--- src/rtl/multi_issue_queue.sv ---
// ============================================================================
// Module      : multi_issue_queue
// Description : N-in / M-out in-order pipeline queue. A group of enqueue lanes
//               is accepted all-or-nothing, and up to OUT_LANES of the oldest
//               entries are presented each cycle. Optional empty-queue bypass
//               is enabled by defining MULTI_ISSUE_QUEUE_BYPASS_EN.
// Revision    : 1.0 - initial release
// ============================================================================
`default_nettype none

module multi_issue_queue #(
  parameter int DATA_WIDTH = 16,
  parameter int DEPTH      = 8,
  parameter int IN_LANES   = 2,
  parameter int OUT_LANES  = 2
) (
  input  logic                             clk,
  input  logic                             rst,
  input  logic                             flush,
  input  logic [IN_LANES-1:0]              in_valid,
  input  logic [IN_LANES*DATA_WIDTH-1:0]   in_data,
  output logic                             in_accept,
  output logic [OUT_LANES-1:0]             out_valid,
  output logic [OUT_LANES*DATA_WIDTH-1:0]  out_data,
  input  logic [OUT_LANES-1:0]             out_take,
  output logic [$clog2(DEPTH):0]           occupancy,
  output logic                             full,
  output logic                             empty
);

  localparam int c_PTR_W = $clog2(DEPTH);
  localparam int c_CNT_W = c_PTR_W + 1;

  logic [DATA_WIDTH-1:0] r_mem [DEPTH];
  logic [c_PTR_W-1:0]    r_head;
  logic [c_PTR_W-1:0]    r_tail;
  logic [c_CNT_W-1:0]    r_count;

  logic [c_CNT_W-1:0]    w_push_cnt;
  logic [c_CNT_W-1:0]    w_push_acc;
  logic [c_CNT_W-1:0]    w_pop_cnt;
  logic [c_CNT_W-1:0]    w_skip;
  logic [c_PTR_W-1:0]    w_head_adv;
  logic [c_PTR_W-1:0]    w_tail_adv;
  logic                  w_accept;
  logic                  w_bypass;
  logic [OUT_LANES-1:0]  w_out_valid;
  logic [OUT_LANES-1:0]  w_taken;

`ifdef MULTI_ISSUE_QUEUE_BYPASS_EN
  assign w_bypass = (r_count == '0) && !flush;
`else
  assign w_bypass = 1'b0;
`endif

  always_comb begin
    w_push_cnt = '0;
    for (int i = 0; i < IN_LANES; i++) begin
      w_push_cnt = w_push_cnt + c_CNT_W'(in_valid[i]);
    end
  end

  // Space check uses only the registered count so out_take never reaches in_accept.
  assign w_accept   = !flush && ((c_CNT_W'(DEPTH) - r_count) >= w_push_cnt);
  assign w_push_acc = w_accept ? w_push_cnt : '0;

  generate
    for (genvar i = 0; i < OUT_LANES; i++) begin : g_out
      logic [c_PTR_W-1:0] w_rd_idx;
      assign w_rd_idx = r_head + c_PTR_W'(i);
      if (i < IN_LANES) begin : g_byp
        assign w_out_valid[i] = w_bypass ? in_valid[i] : (r_count > c_CNT_W'(i));
        assign out_data[i*DATA_WIDTH +: DATA_WIDTH] =
          w_bypass ? in_data[i*DATA_WIDTH +: DATA_WIDTH] : r_mem[w_rd_idx];
      end else begin : g_nobyp
        assign w_out_valid[i] = !w_bypass && (r_count > c_CNT_W'(i));
        assign out_data[i*DATA_WIDTH +: DATA_WIDTH] = r_mem[w_rd_idx];
      end
    end
  endgenerate

  assign w_taken = out_take & w_out_valid;

  always_comb begin
    w_pop_cnt = '0;
    for (int i = 0; i < OUT_LANES; i++) begin
      w_pop_cnt = w_pop_cnt + c_CNT_W'(w_taken[i]);
    end
  end

  // Lanes consumed straight from the inputs skip storage and never move head.
  assign w_skip     = w_bypass ? w_pop_cnt : '0;
  assign w_head_adv = c_PTR_W'(w_pop_cnt - w_skip);
  assign w_tail_adv = c_PTR_W'(w_push_acc - w_skip);

  always_ff @(posedge clk) begin
    if (!rst) begin
      for (int i = 0; i < IN_LANES; i++) begin
        if (w_accept && in_valid[i] && (c_CNT_W'(i) >= w_skip)) begin
          r_mem[r_tail + c_PTR_W'(i) - c_PTR_W'(w_skip)] <= in_data[i*DATA_WIDTH +: DATA_WIDTH];
        end
      end
    end
  end

  always_ff @(posedge clk) begin
    if (rst || flush) begin
      r_head  <= '0;
      r_tail  <= '0;
      r_count <= '0;
    end else begin
      r_head  <= r_head + w_head_adv;
      r_tail  <= r_tail + w_tail_adv;
      r_count <= r_count + w_push_acc - w_pop_cnt;
    end
  end

  assign in_accept = w_accept;
  assign out_valid = w_out_valid;
  assign occupancy = r_count;
  assign full      = (r_count == c_CNT_W'(DEPTH));
  assign empty     = (r_count == '0);

  // Valid and take masks must be a run of ones starting at lane 0.
  a_in_valid_contig: assert property (@(posedge clk) disable iff (rst)
    ((in_valid & (in_valid + IN_LANES'(1))) == '0));
  a_out_take_contig: assert property (@(posedge clk) disable iff (rst)
    ((out_take & (out_take + OUT_LANES'(1))) == '0));

endmodule

`default_nettype wire
--- config.mk ---
export PLATFORM = sky130hd
export DESIGN_NAME = multi_issue_queue
export DESIGN_NICKNAME = d
export VERILOG_FILES = /design/src/rtl/multi_issue_queue.sv
export SDC_FILE = /design/constraint.sdc
export NUM_CORES = 1
export LEC_CHECK = 0
export BUFFER_PORTS_ARGS = -buffer_cell sky130_fd_sc_hd__buf_4
export CAP_MARGIN = 20
export CELL_PAD_IN_SITES_DETAIL_PLACEMENT = 0
export CELL_PAD_IN_SITES_GLOBAL_PLACEMENT = 1
export CORE_ASPECT_RATIO = 1.75
export CORE_MARGIN = 2
export CORE_UTILIZATION = 41
export DETAILED_ROUTE_END_ITERATION = 16
export PLACE_DENSITY_LB_ADDON = 0.1
export SLEW_MARGIN = 0
export SYNTH_ARGS = -nofsm -noshare
export SYNTH_HDL_FRONTEND = slang
export SYNTH_SLANG_ARGS = --single-unit
--- constraint.sdc ---
create_clock -name clk -period 4.55 [get_ports clk]
set_clock_uncertainty 0.05 [all_clocks]
set_input_delay 0.455 -clock clk [delete_from_list [all_inputs] [get_ports clk]]
set_output_delay 0.455 -clock clk [all_outputs]
set_load 0.02 [all_outputs]
Word level (Yosys, flattened, before mapping)
Memory sizes are Yosys's and may differ from the RTL's. A register that Yosys moved wholly into a read port is not among the register bits.
Index checks and enable logic that the tools add are counted.

storage, ports and cells
  bits in registers = 10
  memory bits (writable) = 128
  output and inout bits = 41
  input port bits = 39
  memories = 1

operators by class
  add/subtract/negate cells = 9
  reduce and logical (&&, ||, !) cells = 6
  bitwise operators = 1
  multiplexer cells = 8
  $lt $le $gt $ge = 3
  equal/unequal tests = 1

memories
  name   depth  bits a word  rd ports  clocked after memory_dff  wr ports  line  text
  r_mem  8      16           2         1                         2         34    logic [DATA_WIDTH-1:0] r_mem [DEPTH];

operator list
  operator                                                       count
  greater-than comparator 4 x 1 -> 1 bit, second input constant  2
  adder 3 x 1 -> 3 bit, second input constant                    2
  adder 3 x 2 -> 3 bit                                           2
  2-to-1 mux 1 bit                                               6
  adder 1 x 1 -> 2 bit                                           2
  adder 4 x 2 -> 4 bit                                           1
  equality test 4 bit, second input constant                     1
  greater-or-equal comparator 4 x 2 -> 1 bit                     1
  zero test 4 bit                                                1
  subtractor 4 x 2 -> 4 bit                                      1
  subtractor 4 bit, first input constant                         1
  logical AND 1 bit                                              3
  2-to-1 mux 3 bit                                               1
  AND 2 bit                                                      1
  2-to-1 mux 2 bit                                               1
  zero test 1 bit                                                1
  logical OR 1 bit                                               1

Longest topological paths before layout
  depth in word-level cells = 7
  gate-level depth with buffers = 13
  depth with buffers taken out = 13

Worst setup path before layout
OpenSTA, ideal clock, no wires.

  path type = input to register
  start point = in in_valid[0]
  end point = reg r_count[3], in the netlist occupancy[3]
  buffers on the path = 0
  required time = 4.383 ns
  slack = 1.155 ns
  cell stages on the path = 13
  arrival = 3.228 ns
  path through = ha_1 > ha_1 > nand2b_1 > a211oi_4 > and2_1 > or3_1 > fa_1 > inv_1 > ha_1 > a21o_1 > a21oi_1 > xnor2_1 > nor2_1

between the ends
  word-level cells in the longest chain between the ends = 6

RTL lines
  what                                        line  text
  start: declaration                          20    input logic [IN_LANES-1:0] in_valid,
  adder 1 x 1 -> 2 bit *                      59    w_push_cnt = w_push_cnt + c_CNT_W'(in_valid[i]);
  greater-or-equal comparator 4 x 2 -> 1 bit  64    assign w_accept = !flush && ((c_CNT_W'(DEPTH) - r_count) >= w_push_cnt);
  logical AND 1 bit                           64
  2-to-1 mux 2 bit *                          65    assign w_push_acc = w_accept ? w_push_cnt : '0;
  adder 4 x 2 -> 4 bit *                      114   r_count <= r_count + w_push_acc - w_pop_cnt;
  subtractor 4 x 2 -> 4 bit *                 114
  end signal: assignment                      114
  end: declaration                            37    logic [c_CNT_W-1:0] r_count;

Mark *: on every way between the ends. The rest lies on a longest branch, timed or not.
A chain may end at the register's enable or synchronous reset.

Worst setup path in the final report
  start point = reg r_count[0], in the netlist occupancy[0]
  end point = reg r_count[2], in the netlist occupancy[2]

between the ends
  word-level cells in the longest chain between the ends = 6
  elaborated cells on any way between the ends = 10

RTL lines
  what                                        line
  subtractor 4 bit                            64
  greater-or-equal comparator 4 x 2 -> 1 bit  64
  logical AND 1 bit                           64
  2-to-1 mux 2 bit                            65
  adder 4 x 2 -> 4 bit                        114
  subtractor 4 x 2 -> 4 bit *                 114

Marked as above.

==> reports/metrics.yaml <==
synth_area_leaders: "edfxtp_1 46%, mux2_2 22%, mux4_2 17%"
fillCellCount: 1754
grt_pass1_wl_mm: 33.8
max_freq_mhz: 282
cts.sinks: 138
portBuffers: 79
grt_max_degree: 45
yosysWarnings: 0
core-area_um2: 20100
rows: 69
final_cells: 849
die_h_um: 192
r2r_start: "occupancy[0]"
worstReg2RegEnd: "occupancy[2]"
die-area_um2: 21500
hpwl_mm: 14.0
drtIter0Drc: 236
p_leak_nw: 3.27
crit_type: "reg2reg"
ys.flop_type: "edfxtp_1"
power_density_nw_per_um2: 492
vias: 4970
post-route-period-util_pct: 77.9
gp_congestion: 0.767
root_buffer: "clkbuf_16"
reg2reg_slack_ps: 1010
synth_edf_count: 128
finalHoldViolCount: 0
post_cts_buffers: 0
worstSetupStartpointType: "flip-flop"
htreeDepth: 4
synth_area_leader_cell: "edfxtp_1"
ys_ff_latch: 138
end_kind: "flip-flop"
async_reset_ff_share_pct: 0
yosys-top-cells-count: "160 x mux2_2, 128 x edfxtp_1, 64 x mux4_2, 18 x ha_1, 13 x inv_1"
grt_pass1_vias: 5500
finalSetupViolCount: 0
cts_buffer_depth: 2
final.setup.tns_ps: 0
yosysUniqueCellTypes: 31
diodes: 0
clk_latency_ps: 420
yosysTopAreaCellShare_pct: 46.2
ir_worst_vdd_mv: 0.342
worst_pin_slew_ps: 937
status: "completed"
dr.pass1.iters: 4
max_slew_margin_pct: 37.4
clk_pin_slew_ps: 60
viasPerCell: 5.85
wire_per_inst_um: 26.2
hold_path.class: "in2reg"
synth_area_um2: 8320
dp_slack_ps: 814
ys_seq_area_share_pct: 48.6
start_util_pct: 41.4
layout-drive-gt1-share_pct: 61.6
wl_mm: 22.2
required_ps: 4810
nets: 651
yosysMostFrequentCell: "mux2_2"
ff2ff_path_depth: 14
synth.avg_cell_area_um2: 16.6
critPathArrivalTime_ps: 3800
dp_cells: 819
fp.dieW_um: 112
drv_cap: 0
worstHoldPathCells: 2
critPathMaxFanout: 12
grt_overflow: 0
num_io_pins: 80
synthesis.instances: 502
cts_hold_buf: 0
grt.total_usage_pct: 21.7
cts_tree: "done"
rsz0062_at_grt: "no"
post_cts_resized: 0
numCtsBuffers: 17
holdPathEnd: "r_mem[1][14]"
ant_nets: 0
syn2layout_area_growth_pct: 18.4
drc: 0
timing.final.ws_setup_ps: 1010
drv_slew: 0
finalCriticalPeriod_ps: 3540
synth.net_count: 563
hp-start: "in_data[30]"
antenna_found_initial: 0
-- cells in the final DEF, fill, tap and decap left out, drive strengths merged, types with 4 or more instances in the layout --
master      n
mux2      160
edfxtp    128
buf        96
mux4       64
ha         18
clkbuf     17
a21oi      17
inv        14
nand3      12
dfxtp      10
and2        9
nor2        8
xnor2       6
nand2       5
clkinvlp    5
fa          4
clkinv      4
-- worst max-delay path: stages, from the launching register on --
cell and delay (ps):
dfxtp_1 410, inv_1 110, ha_1 310, ha_1 320, a211oi_4 60, buf_4 200, and2_1 160, buf_4 200
or3b_2 470, ha_1 290, inv_1 40, ha_1 200, fa_1 390, xnor2_1 160, nor2_1 50
-- state kept, by name, indices dropped and copies added, names as in the netlist --
signal	cells
occupancy	4
r_tail	3
r_mem	128
r_head	3
-- worst max-delay path by stage --
stage                   end         start  depth (start not counted)
2_1_floorplan  occupancy[3]   in_valid[0]                         13
3_3_place_gp   occupancy[2]   in_valid[0]                         15
3_5_place_dp   occupancy[2]   in_valid[0]                         15
4_1_cts        occupancy[2]  occupancy[0]                         14
5_1_grt        occupancy[2]  occupancy[0]                         14
6_report       occupancy[2]  occupancy[0]                         14
-- layer usage --
metal  global-route usage, %  vias up  share of wire [%]
met1                    24.5     2601                 38
met2                    40.9      132                 56
met4                    8.17        0                2.1
met3                    3.30       26                4.1
li1                        -     2211                  -
met5                       0        -                  0
-- power by group --
group	switching (mW)	internal, mW
logic	1.01	0.933
registers	0.0700	1.46
clock network	0.528	0.850
-- kinds of logic after synthesis --
| kind of cell | after synthesis | share of synthesized area (%) |
|---|---|---|
| AOI/OAI and AO/OA | 20 | 1.80 |
| xor gates and xnor gates | 9 | 1.04 |
| adders and majority gates | 22 | 3.67 |
| buffers and inverters | 40 | 2.71 |
| DFF | 138 | 48.6 |
| muxes | 224 | 39.0 |
| and+or+nand+nor | 49 | 3.20 |
-- per-stage QoR --
stage	hold WS (ps)	area, µm²	utilization [%]	power (mW)
floorplan	500	8320	-	2.85
global placement	560	9280	46.1	3.49
detailed placement	570	9280	46.1	3.53
CTS	325	9850	49.0	4.91
global route	334	9850	49.0	5.08
finish	347	9850	49.0	4.84
-- layout make-up --
cell class	instances	area (µm²)	area share, %
Multi-Input combinational cell	324	4130	42.0
Sequential cell	138	4050	41.1
Timing Repair Buffer	96	733	7.44
Clock buffer	17	425	4.32
Tap cell	248	310	3.15
Clock inverter	13	154	1.56
Inverter	13	48.8	0.495
Power figures use the tool's default switching activity.
